## src/rtl/uart_pkg.sv

```systemverilog
// Shared UART definitions: receive FSM state encoding and frame data width.
package uart_pkg;

    localparam int DATA_BITS = 8;

    typedef enum logic [4:0] {
        IDLE      = 5'b00001,
        START     = 5'b00010,
        DATA      = 5'b00100,
        STOP      = 5'b01000,
        WAIT_IDLE = 5'b10000
    } rx_state_t;

endpackage

```

## src/rtl/sync_2ff.sv

```systemverilog
// Two-flop synchroniser for a single asynchronous input; 2 clk latency, no backpressure.
// Both flops reset to RST_VAL so the output matches the line's idle level.
module sync_2ff #(
    parameter logic RST_VAL = 1'b1
) (
    input  logic clk_i,
    input  logic reset_ni,
    input  logic async_bit,
    output logic sync_bit
);

    logic meta;

    always_ff @(posedge clk_i or negedge reset_ni) begin
        if (!reset_ni) begin
            meta     <= RST_VAL;
            sync_bit <= RST_VAL;
        end else begin
            meta     <= async_bit;
            sync_bit <= meta;
        end
    end

endmodule

```

## src/rtl/rx_engine.sv

```systemverilog
// UART receive engine: oversampled start detect, 8N1 deframing, one-cycle FIFO write strobe.
// Byte strobed 1 clk after the stop-bit sample tick; a full FIFO drops the byte with an overrun pulse.
module rx_engine
    import uart_pkg::*;
#(
    parameter int OSR = 16
) (
    input  logic       clk_i,
    input  logic       reset_ni,
    input  logic       osr_tick_i,
    input  logic       rx_serial_i,
    input  logic       rx_en_i,
    input  logic       rx_fifo_full_i,
    output logic       rx_fifo_wen_o,
    output logic [7:0] rx_fifo_data_o,
    output logic       rx_busy_o,
    output logic       frame_err_o,
    output logic       overrun_err_o
);

    localparam int CW = $clog2(OSR);
    localparam int BW = $clog2(DATA_BITS);
    localparam logic [CW-1:0] CNT_BIT  = CW'(OSR - 1);
    localparam logic [CW-1:0] CNT_HALF = CW'(OSR / 2 - 1);
    localparam logic [BW-1:0] LAST_BIT = BW'(DATA_BITS - 1);

    logic                 rx_s;
    rx_state_t            state_q, state_d;
    logic [CW-1:0]        cnt_q, cnt_d;
    logic [BW-1:0]        bit_q, bit_d;
    logic [DATA_BITS-1:0] shift_q, shift_d;
    logic                 wen_q, wen_d;
    logic [7:0]           data_q, data_d;
    logic                 ferr_q, ferr_d;
    logic                 oerr_q, oerr_d;

    sync_2ff #(.RST_VAL(1'b1)) u_rx_sync (
        .clk_i    (clk_i),
        .reset_ni (reset_ni),
        .async_bit(rx_serial_i),
        .sync_bit (rx_s)
    );

    always_ff @(posedge clk_i or negedge reset_ni) begin
        if (!reset_ni) begin
            state_q <= IDLE;
            cnt_q   <= '0;
            bit_q   <= '0;
            shift_q <= '0;
            wen_q   <= 1'b0;
            data_q  <= '0;
            ferr_q  <= 1'b0;
            oerr_q  <= 1'b0;
        end else begin
            state_q <= state_d;
            cnt_q   <= cnt_d;
            bit_q   <= bit_d;
            shift_q <= shift_d;
            wen_q   <= wen_d;
            data_q  <= data_d;
            ferr_q  <= ferr_d;
            oerr_q  <= oerr_d;
        end
    end

    always_comb begin
        state_d = state_q;
        cnt_d   = cnt_q;
        bit_d   = bit_q;
        shift_d = shift_q;
        wen_d   = 1'b0;
        data_d  = data_q;
        ferr_d  = 1'b0;
        oerr_d  = 1'b0;
        case (state_q)
            IDLE: begin
                cnt_d = '0;
                if (rx_en_i && !rx_s) begin
                    state_d = START;
                end
            end
            START: begin
                if (osr_tick_i) begin
                    if (cnt_q == CNT_HALF) begin
                        cnt_d   = '0;
                        bit_d   = '0;
                        // A high line at mid start bit is a glitch: silently abandon.
                        state_d = rx_s ? IDLE : DATA;
                    end else begin
                        cnt_d = cnt_q + 1'b1;
                    end
                end
            end
            DATA: begin
                if (osr_tick_i) begin
                    if (cnt_q == CNT_BIT) begin
                        cnt_d   = '0;
                        shift_d = {rx_s, shift_q[DATA_BITS-1:1]};
                        bit_d   = bit_q + 1'b1;
                        if (bit_q == LAST_BIT) begin
                            state_d = STOP;
                        end
                    end else begin
                        cnt_d = cnt_q + 1'b1;
                    end
                end
            end
            STOP: begin
                if (osr_tick_i) begin
                    if (cnt_q == CNT_BIT) begin
                        cnt_d = '0;
                        if (!rx_s) begin
                            ferr_d  = 1'b1;
                            state_d = WAIT_IDLE;
                        end else if (rx_fifo_full_i) begin
                            oerr_d  = 1'b1;
                            state_d = IDLE;
                        end else begin
                            wen_d   = 1'b1;
                            data_d  = shift_q;
                            state_d = IDLE;
                        end
                    end else begin
                        cnt_d = cnt_q + 1'b1;
                    end
                end
            end
            WAIT_IDLE: begin
                // Hold off until the line recovers so a break is not decoded as 0x00 frames.
                cnt_d = '0;
                if (rx_s) begin
                    state_d = IDLE;
                end
            end
            default: begin
                state_d = IDLE;
                cnt_d   = '0;
            end
        endcase
    end

    assign rx_busy_o      = (state_q != IDLE);
    assign rx_fifo_wen_o  = wen_q;
    assign rx_fifo_data_o = data_q;
    assign frame_err_o    = ferr_q;
    assign overrun_err_o  = oerr_q;

endmodule

```

## config.mk

```make
export PLATFORM = sky130hd
export DESIGN_NAME = rx_engine
export DESIGN_NICKNAME = d
export VERILOG_FILES = /design/src/rtl/uart_pkg.sv /design/src/rtl/sync_2ff.sv /design/src/rtl/rx_engine.sv
export SDC_FILE = /design/constraint.sdc
export NUM_CORES = 1
export LEC_CHECK = 0
export CORE_MARGIN = 2
export CORE_UTILIZATION = 60
export DETAILED_ROUTE_END_ITERATION = 10
export DONT_BUFFER_PORTS = 1
export PLACE_DENSITY_LB_ADDON = 0.08
export RECOVER_POWER = 50
export SETUP_SLACK_MARGIN = 0.05
export SYNTH_ARGS = -nofsm -noshare
export SYNTH_HDL_FRONTEND = slang
export SYNTH_HIERARCHICAL = 1
export SYNTH_SLANG_ARGS = --single-unit
export TNS_END_PERCENT = 20
```

## constraint.sdc

```tcl
create_clock -name clk_i -period 2.04 [get_ports clk_i]
set_input_delay 0.408 -clock clk_i [delete_from_list [all_inputs] [get_ports clk_i]]
set_output_delay 0.408 -clock clk_i [all_outputs]
set_load 0.005 [all_outputs]
```

# After elaboration in Yosys (flattened, before gate mapping)
# Cells that the tools add are included.
[classes]
bitwise = 1
n_reduce_logical = 9
eq_ne = 19
muxes = 36
n_addsub = 2
[ops]
columns = ["cell", "count"]
rows = [
  ["5-bit two-way mux", 10],
  ["5-bit one-hot mux with 5 select lines", 1],
  ["4-bit two-way mux", 4],
  ["2-bit inequality test, second input constant", 8],
  ["3-bit two-way mux", 5],
  ["1-bit two-way mux", 14],
  ["5-bit AND reduction", 2],
  ["9-bit AND reduction", 1],
  ["4-bit one-hot mux with 2 select lines", 1],
  ["3-bit one-hot mux with 2 select lines", 1],
  ["5-bit by 1-bit equality test with 1-bit output, second input constant", 1],
  ["5-bit by 2-bit equality test with 1-bit output, second input constant", 1],
  ["5-bit by 3-bit equality test with 1-bit output, second input constant", 1],
  ["5-bit by 4-bit equality test with 1-bit output, second input constant", 1],
  ["5-bit equality test, second input constant", 1],
  ["5-bit by 1-bit inequality test with 1-bit output, second input constant", 1],
  ["4-bit by 1-bit adder with 4-bit output, second input constant", 1],
  ["4-bit by 3-bit equality test with 1-bit output, second input constant", 1],
  ["4-bit equality test, second input constant", 1],
  ["2-bit by 1-bit inequality test with 1-bit output, second input constant", 2],
  ["3-bit by 1-bit adder with 3-bit output, second input constant", 1],
  ["3-bit equality test, second input constant", 1],
  ["3-bit AND reduction", 1],
  ["2-bit AND reduction", 1],
  ["5 further kinds", 5],
]
[totals]
input_bits = 6
out_inout_bits = 12
reg_bits = 33

# Longest topological paths before layout
[depth]
depth_word = 5
mapped_depth = 6
ltp_nobuf = 6

# Hierarchy
# Netlist, hierarchy kept.
[modules_own_cells]
columns = ["mod", "area_per_inst_um2", "seq_area_each_um2", "cells_each", "n_inst"]
rows = [
  ["rx_engine", 1515.2, 777.0, 125, 1],
  ["sync_2ff", 52.6, 52.6, 2, 1],
]

# Worst setup path after synthesis
# OpenSTA, ideal clock, no wires.
[synth_path]
kind = "reg2reg"
start = "register state_q[3]"
end = "register state_q[2]"
arrival_time_ns = 1.726
period_less_slack_ns = 1.851
stages_incl_launch_ff = 6
n_path_buf = 1
slack_ns = 0.189
cell_sequence = "dfrtp_1 -> clkbuf_2 -> or2_2 -> a21o_2 -> o211ai_1 -> mux2_2"
[synth_via]
elab_chain_cells = 3
elab_cells_between_ends = 16
[synth_rtl]
columns = ["item", "line", "source"]
rows = [
  ["start, declared", "rx_engine.sv:28", "rx_state_t state_q, state_d;"],
  ["start signal, assigned", "rx_engine.sv:55", "state_q <= state_d;"],
  ["5-bit equality test (tied with other cells)", "rx_engine.sv:75", "case (state_q)"],
  ["2-bit by 1-bit inequality test with 1-bit output (no line) or 2-bit inequality test (tied branches)", "--", ""],
  ["9-bit AND reduction (no line)", "--", ""],
]
# Several ways; a longest one is shown, not always the timed one.
# A chain may end at the register's enable or synchronous reset.

# Final worst setup path
[layout_path]
start = "register state_q[1]"
end = "output rx_busy_o"
[layout_via]
elab_chain_cells = 1
[layout_rtl]
columns = ["item", "line", "source"]
rows = [
  ["5-bit by 1-bit inequality test with 1-bit output", "rx_engine.sv:142", "assign rx_busy_o = (state_q != IDLE);"],
  ["end, declared", "rx_engine.sv:16", "output logic rx_busy_o,"],
]
# Every way passes these cells.

==> impl_metrics.ini <==
[drt]
vias_per_cell = 5.856
routed_wl_mm = 2.662
first_iter_violations = 17
vias = 978
drc = 0
antenna_left = 0
dr.pass1.iters = 4
wl_per_cell_um = 15.94

[grt]
grt_pass1_vias = 979
antenna_found_initial = 0
grt_usage_pct = 21.67
grt_max_degree = 34
grt_first_pass_wirelength_mm = 4.464
grt_remaining_overflow = 0

[critical_path]
critPathRequiredTime_ns = 1.63
critical_path_depth = 4
crit_buf_inv = 2
start_kind = flip-flop
ff2ff_path_depth = 5
crit_chain = buf_4, nor4b_2, buf_4, nand2b_1
cp-end-kind = output pin
cp_top_family = flip-flops
cp_slowest_cell = dfrtp_1
critPathMaxStageDelay_ns = 0.42
path_max_fanout = 9
critPathMostFrequentCell = buf_4
cp.arrival_ns = 1.48
path_class = reg -> out

[power_and_ir_drop]
cellInternalPower_mw = 1.098
leakage_nw = 0.8284
ir_worst_vdd_v = 0.0007543
power.density_mw_per_mm2 = 981.3
seqPwrFrac_pct = 47.1
p_sw_share_pct = 33.73
combPwrFrac_pct = 31.6
clkPwrFrac_pct = 21.2
netSwitchingPower_uw = 559.2

[final_layout]
num-fill-cells = 196
fin_nets = 145
layout-drive-gt1-share_pct = 32.12
final_cells = 167
antenna_cells = 0
layout-area-overhead-vs-synth_pct = 7.741

[timing]
skew_ns = 0.01074
slew_viol_final = 0
period_needed_ns = 1.886
tightest_slew_ns = 0.7751
relSlewSlack_pct = 48.32
rsz0062_at_grt = no
fin_crit_sh_pct = 92.45
setup_violations = 0
hold_viol = 0
fmax_mhz = 530.2
final.setup.tns_ns = 0

[yosys]
avgSynthCellArea_um2 = 12.34
synth_cell_type_count = 41
syn-num-nets = 136
yosysWarnings = 6
syn_area_mm2 = 0.001568
synth_seq_area_share_pct = 52.91
ys_ff_latch = 33
syn-instance-count = 127

[clocking]
cts_buffer_depth = 2
cts_made_buffers = 5
htreeDepth = 2
cts_tree = yes
clkLatencyLatePin_ns = 0.33
postCtsSetupRepairBufs = 0
clock-sinks = 33
root_buffer = clkbuf_4
clk_pin_slew_ns = 0.11

[die]
ioPinCount = 18
rows = 18
dieArea_mm2 = 0.003038
core_mm2 = 0.002477
start_util_pct = 63.28
die-width_um = 55.12
die_h_um = 55.12

[hold_path]
worstHoldPathCells = 0
hp-class = in -> reg

[placed_design]
place_congestion = 0.7641
dp.cells = 157
io_buffers = 0
hpwl_mm = 1.814

[run_status]
status = finished, final reports clean

[run]
cap_viol_max_count = 0
-- what timing repair did --
item,in CTS,in global routing
gates resized for setup,0,1
hold buffers,2,0
hold endpoints to repair,33,0
setup endpoints to repair,0,1
-- cell type report --
| type | count | area, um^2 | area share, % |
|---|---|---|---|
| Clock buffer | 5 | 37.54 | 2.222 |
| Clock inverter | 3 | 17.52 | 1.037 |
| Inverter | 3 | 11.26 | 0.6667 |
| Multi-Input combinational cell | 86 | 703.2 | 41.63 |
| Sequential cell | 33 | 829.5 | 49.11 |
| Tap cell | 30 | 37.54 | 2.222 |
| Timing Repair Buffer | 7 | 52.55 | 3.111 |
-- per-layer routing --
metal	vias up	wire, um	track usage (%)
met4	0	27	8.537
met1	481	1288	29.44
met3	4	119	9.140
met2	18	1227	30.56
li1	475	-	-
met5	-	0	0
-- final timing paths --
path / from / slack, ns / to
max: state_q[1] / 0.15 / rx_busy_o
min: rx_serial_i / 0.06 / u_rx_sync/meta
max reg2reg: state_q[4] / 0.19 / rx_fifo_data_o[4]
min reg2reg: u_rx_sync/meta / 0.37 / u_rx_sync/sync_bit
max in group asynchronous: reset_ni / 0.83 / shift_q[5]
min in group asynchronous: reset_ni / 0.72 / overrun_err_o
-- stage by stage --
stage	hold slack, ns	cell area [um^2]	util, %	setup WS, ns	power (mW)
after floorplan	0.1124	1568	-	0.1891	1.163
after global placement	0.1131	1613	65.10	0.2285	1.276
after detailed placement	0.1131	1613	65.10	0.1883	1.292
after CTS	0.04682	1698	68.54	0.05790	1.666
after global routing	0.01212	1689	68.18	0.06319	1.771
final	0.05626	1689	68.18	0.1541	1.658
-- sequential cells by signal, summed over array words and instances (netlist names) --
name,cells
u_rx_sync/sync_bit,1
overrun_err_o,1
frame_err_o,1
bit_q,3
rx_fifo_data_o,8
rx_fifo_wen_o,1
u_rx_sync/meta,1
state_q,5
cnt_q,4
shift_q,8
-- cells by family (layout without fill, tap and decap cells) --
family / after synthesis / in the layout / synth area share, %
compound gates: 21 / 21 / 9.259
xor+xnor: 5 / 5 / 2.794
fa+ha+maj: 3 / 3 / 2.395
buf+inv: 8 / 18 / 2.633
flops: 33 / 33 / 52.91
mux: 21 / 21 / 14.76
simple gates: 36 / 36 / 15.24
-- cell usage in the layout, fill, tap and decap left out, drive strengths merged, types with 2 or more instances in the layout --
master	netlist	routed
nor3	2	2
xor2	2	2
mux2	17	17
and3	5	5
a22oi	2	2
mux2i	4	4
dfrtp	30	30
nand2b	2	2
nor2b	2	2
nor4b	3	3
buf	1	5
a21o	2	2
dfstp	3	3
nand2	6	6
o2bb2ai	2	2
clkinv	0	2
inv	3	3
a21oi	3	3
xnor2	3	3
ha	3	3
o21ai	4	4
clkbuf	4	6
a221oi	2	2
nor2	9	9
nand3	2	2
-- cell usage after synthesis --
cell | number | area, um^2
a21o_2 | 1 | 8.760
dfrtp_1 | 30 | 750.7
and3_1 | 3 | 18.77
o31ai_1 | 1 | 7.510
o2bb2ai_1 | 2 | 17.52
xor2_1 | 2 | 17.52
o21ai_0 | 4 | 20.02
xnor2_1 | 3 | 26.28
nand3_1 | 2 | 10.01
a21oi_1 | 3 | 15.01
mux2i_1 | 4 | 40.04
nor3_1 | 1 | 5.000
nand2_1 | 6 | 22.52
a211o_1 | 1 | 8.760
clkbuf_2 | 3 | 15.01
nand4_1 | 1 | 6.260
nor4b_4 | 1 | 23.77
buf_6 | 1 | 11.26
ha_1 | 3 | 37.54
o211ai_1 | 1 | 7.510
a21o_1 | 1 | 7.510
a221oi_1 | 2 | 17.52
clkbuf_1 | 1 | 3.750
nand4b_1 | 1 | 8.760
or3_2 | 1 | 7.510
nor2_2 | 1 | 6.260
o22ai_1 | 1 | 6.260
inv_1 | 3 | 11.26
or2_2 | 1 | 6.260
nor2b_1 | 2 | 12.51
nand3b_4 | 1 | 20.02
nor4b_1 | 2 | 17.52
and3_2 | 2 | 15.01
dfstp_2 | 3 | 78.83
mux2_2 | 17 | 191.4
nand2b_1 | 2 | 12.51
a31oi_1 | 1 | 6.260
nor2_1 | 8 | 30.03
a22oi_1 | 2 | 15.01
a211oi_1 | 1 | 7.510
nor3_4 | 1 | 16.27
-- worst register-to-register path, cell delays in order, from the launching register on --
cell      delay, ns
dfrtp_1        0.50
nor3_4         0.29
nand3b_4       0.14
nor4b_4        0.26
buf_4          0.21
mux2_2         0.34
-- power groups by stage --
| stage | Clock (mW) | Combinational, mW | Sequential [mW] |
|---|---|---|---|
| after global placement | 0 | 0.486 | 0.790 |
| after CTS | 0.365 | 0.522 | 0.779 |
| after global routing | 0.404 | 0.578 | 0.789 |
| after floorplan | 0 | 0.413 | 0.750 |
| final | 0.352 | 0.524 | 0.782 |
| after detailed placement | 0 | 0.499 | 0.792 |
Power figures use the tool's default switching activity.
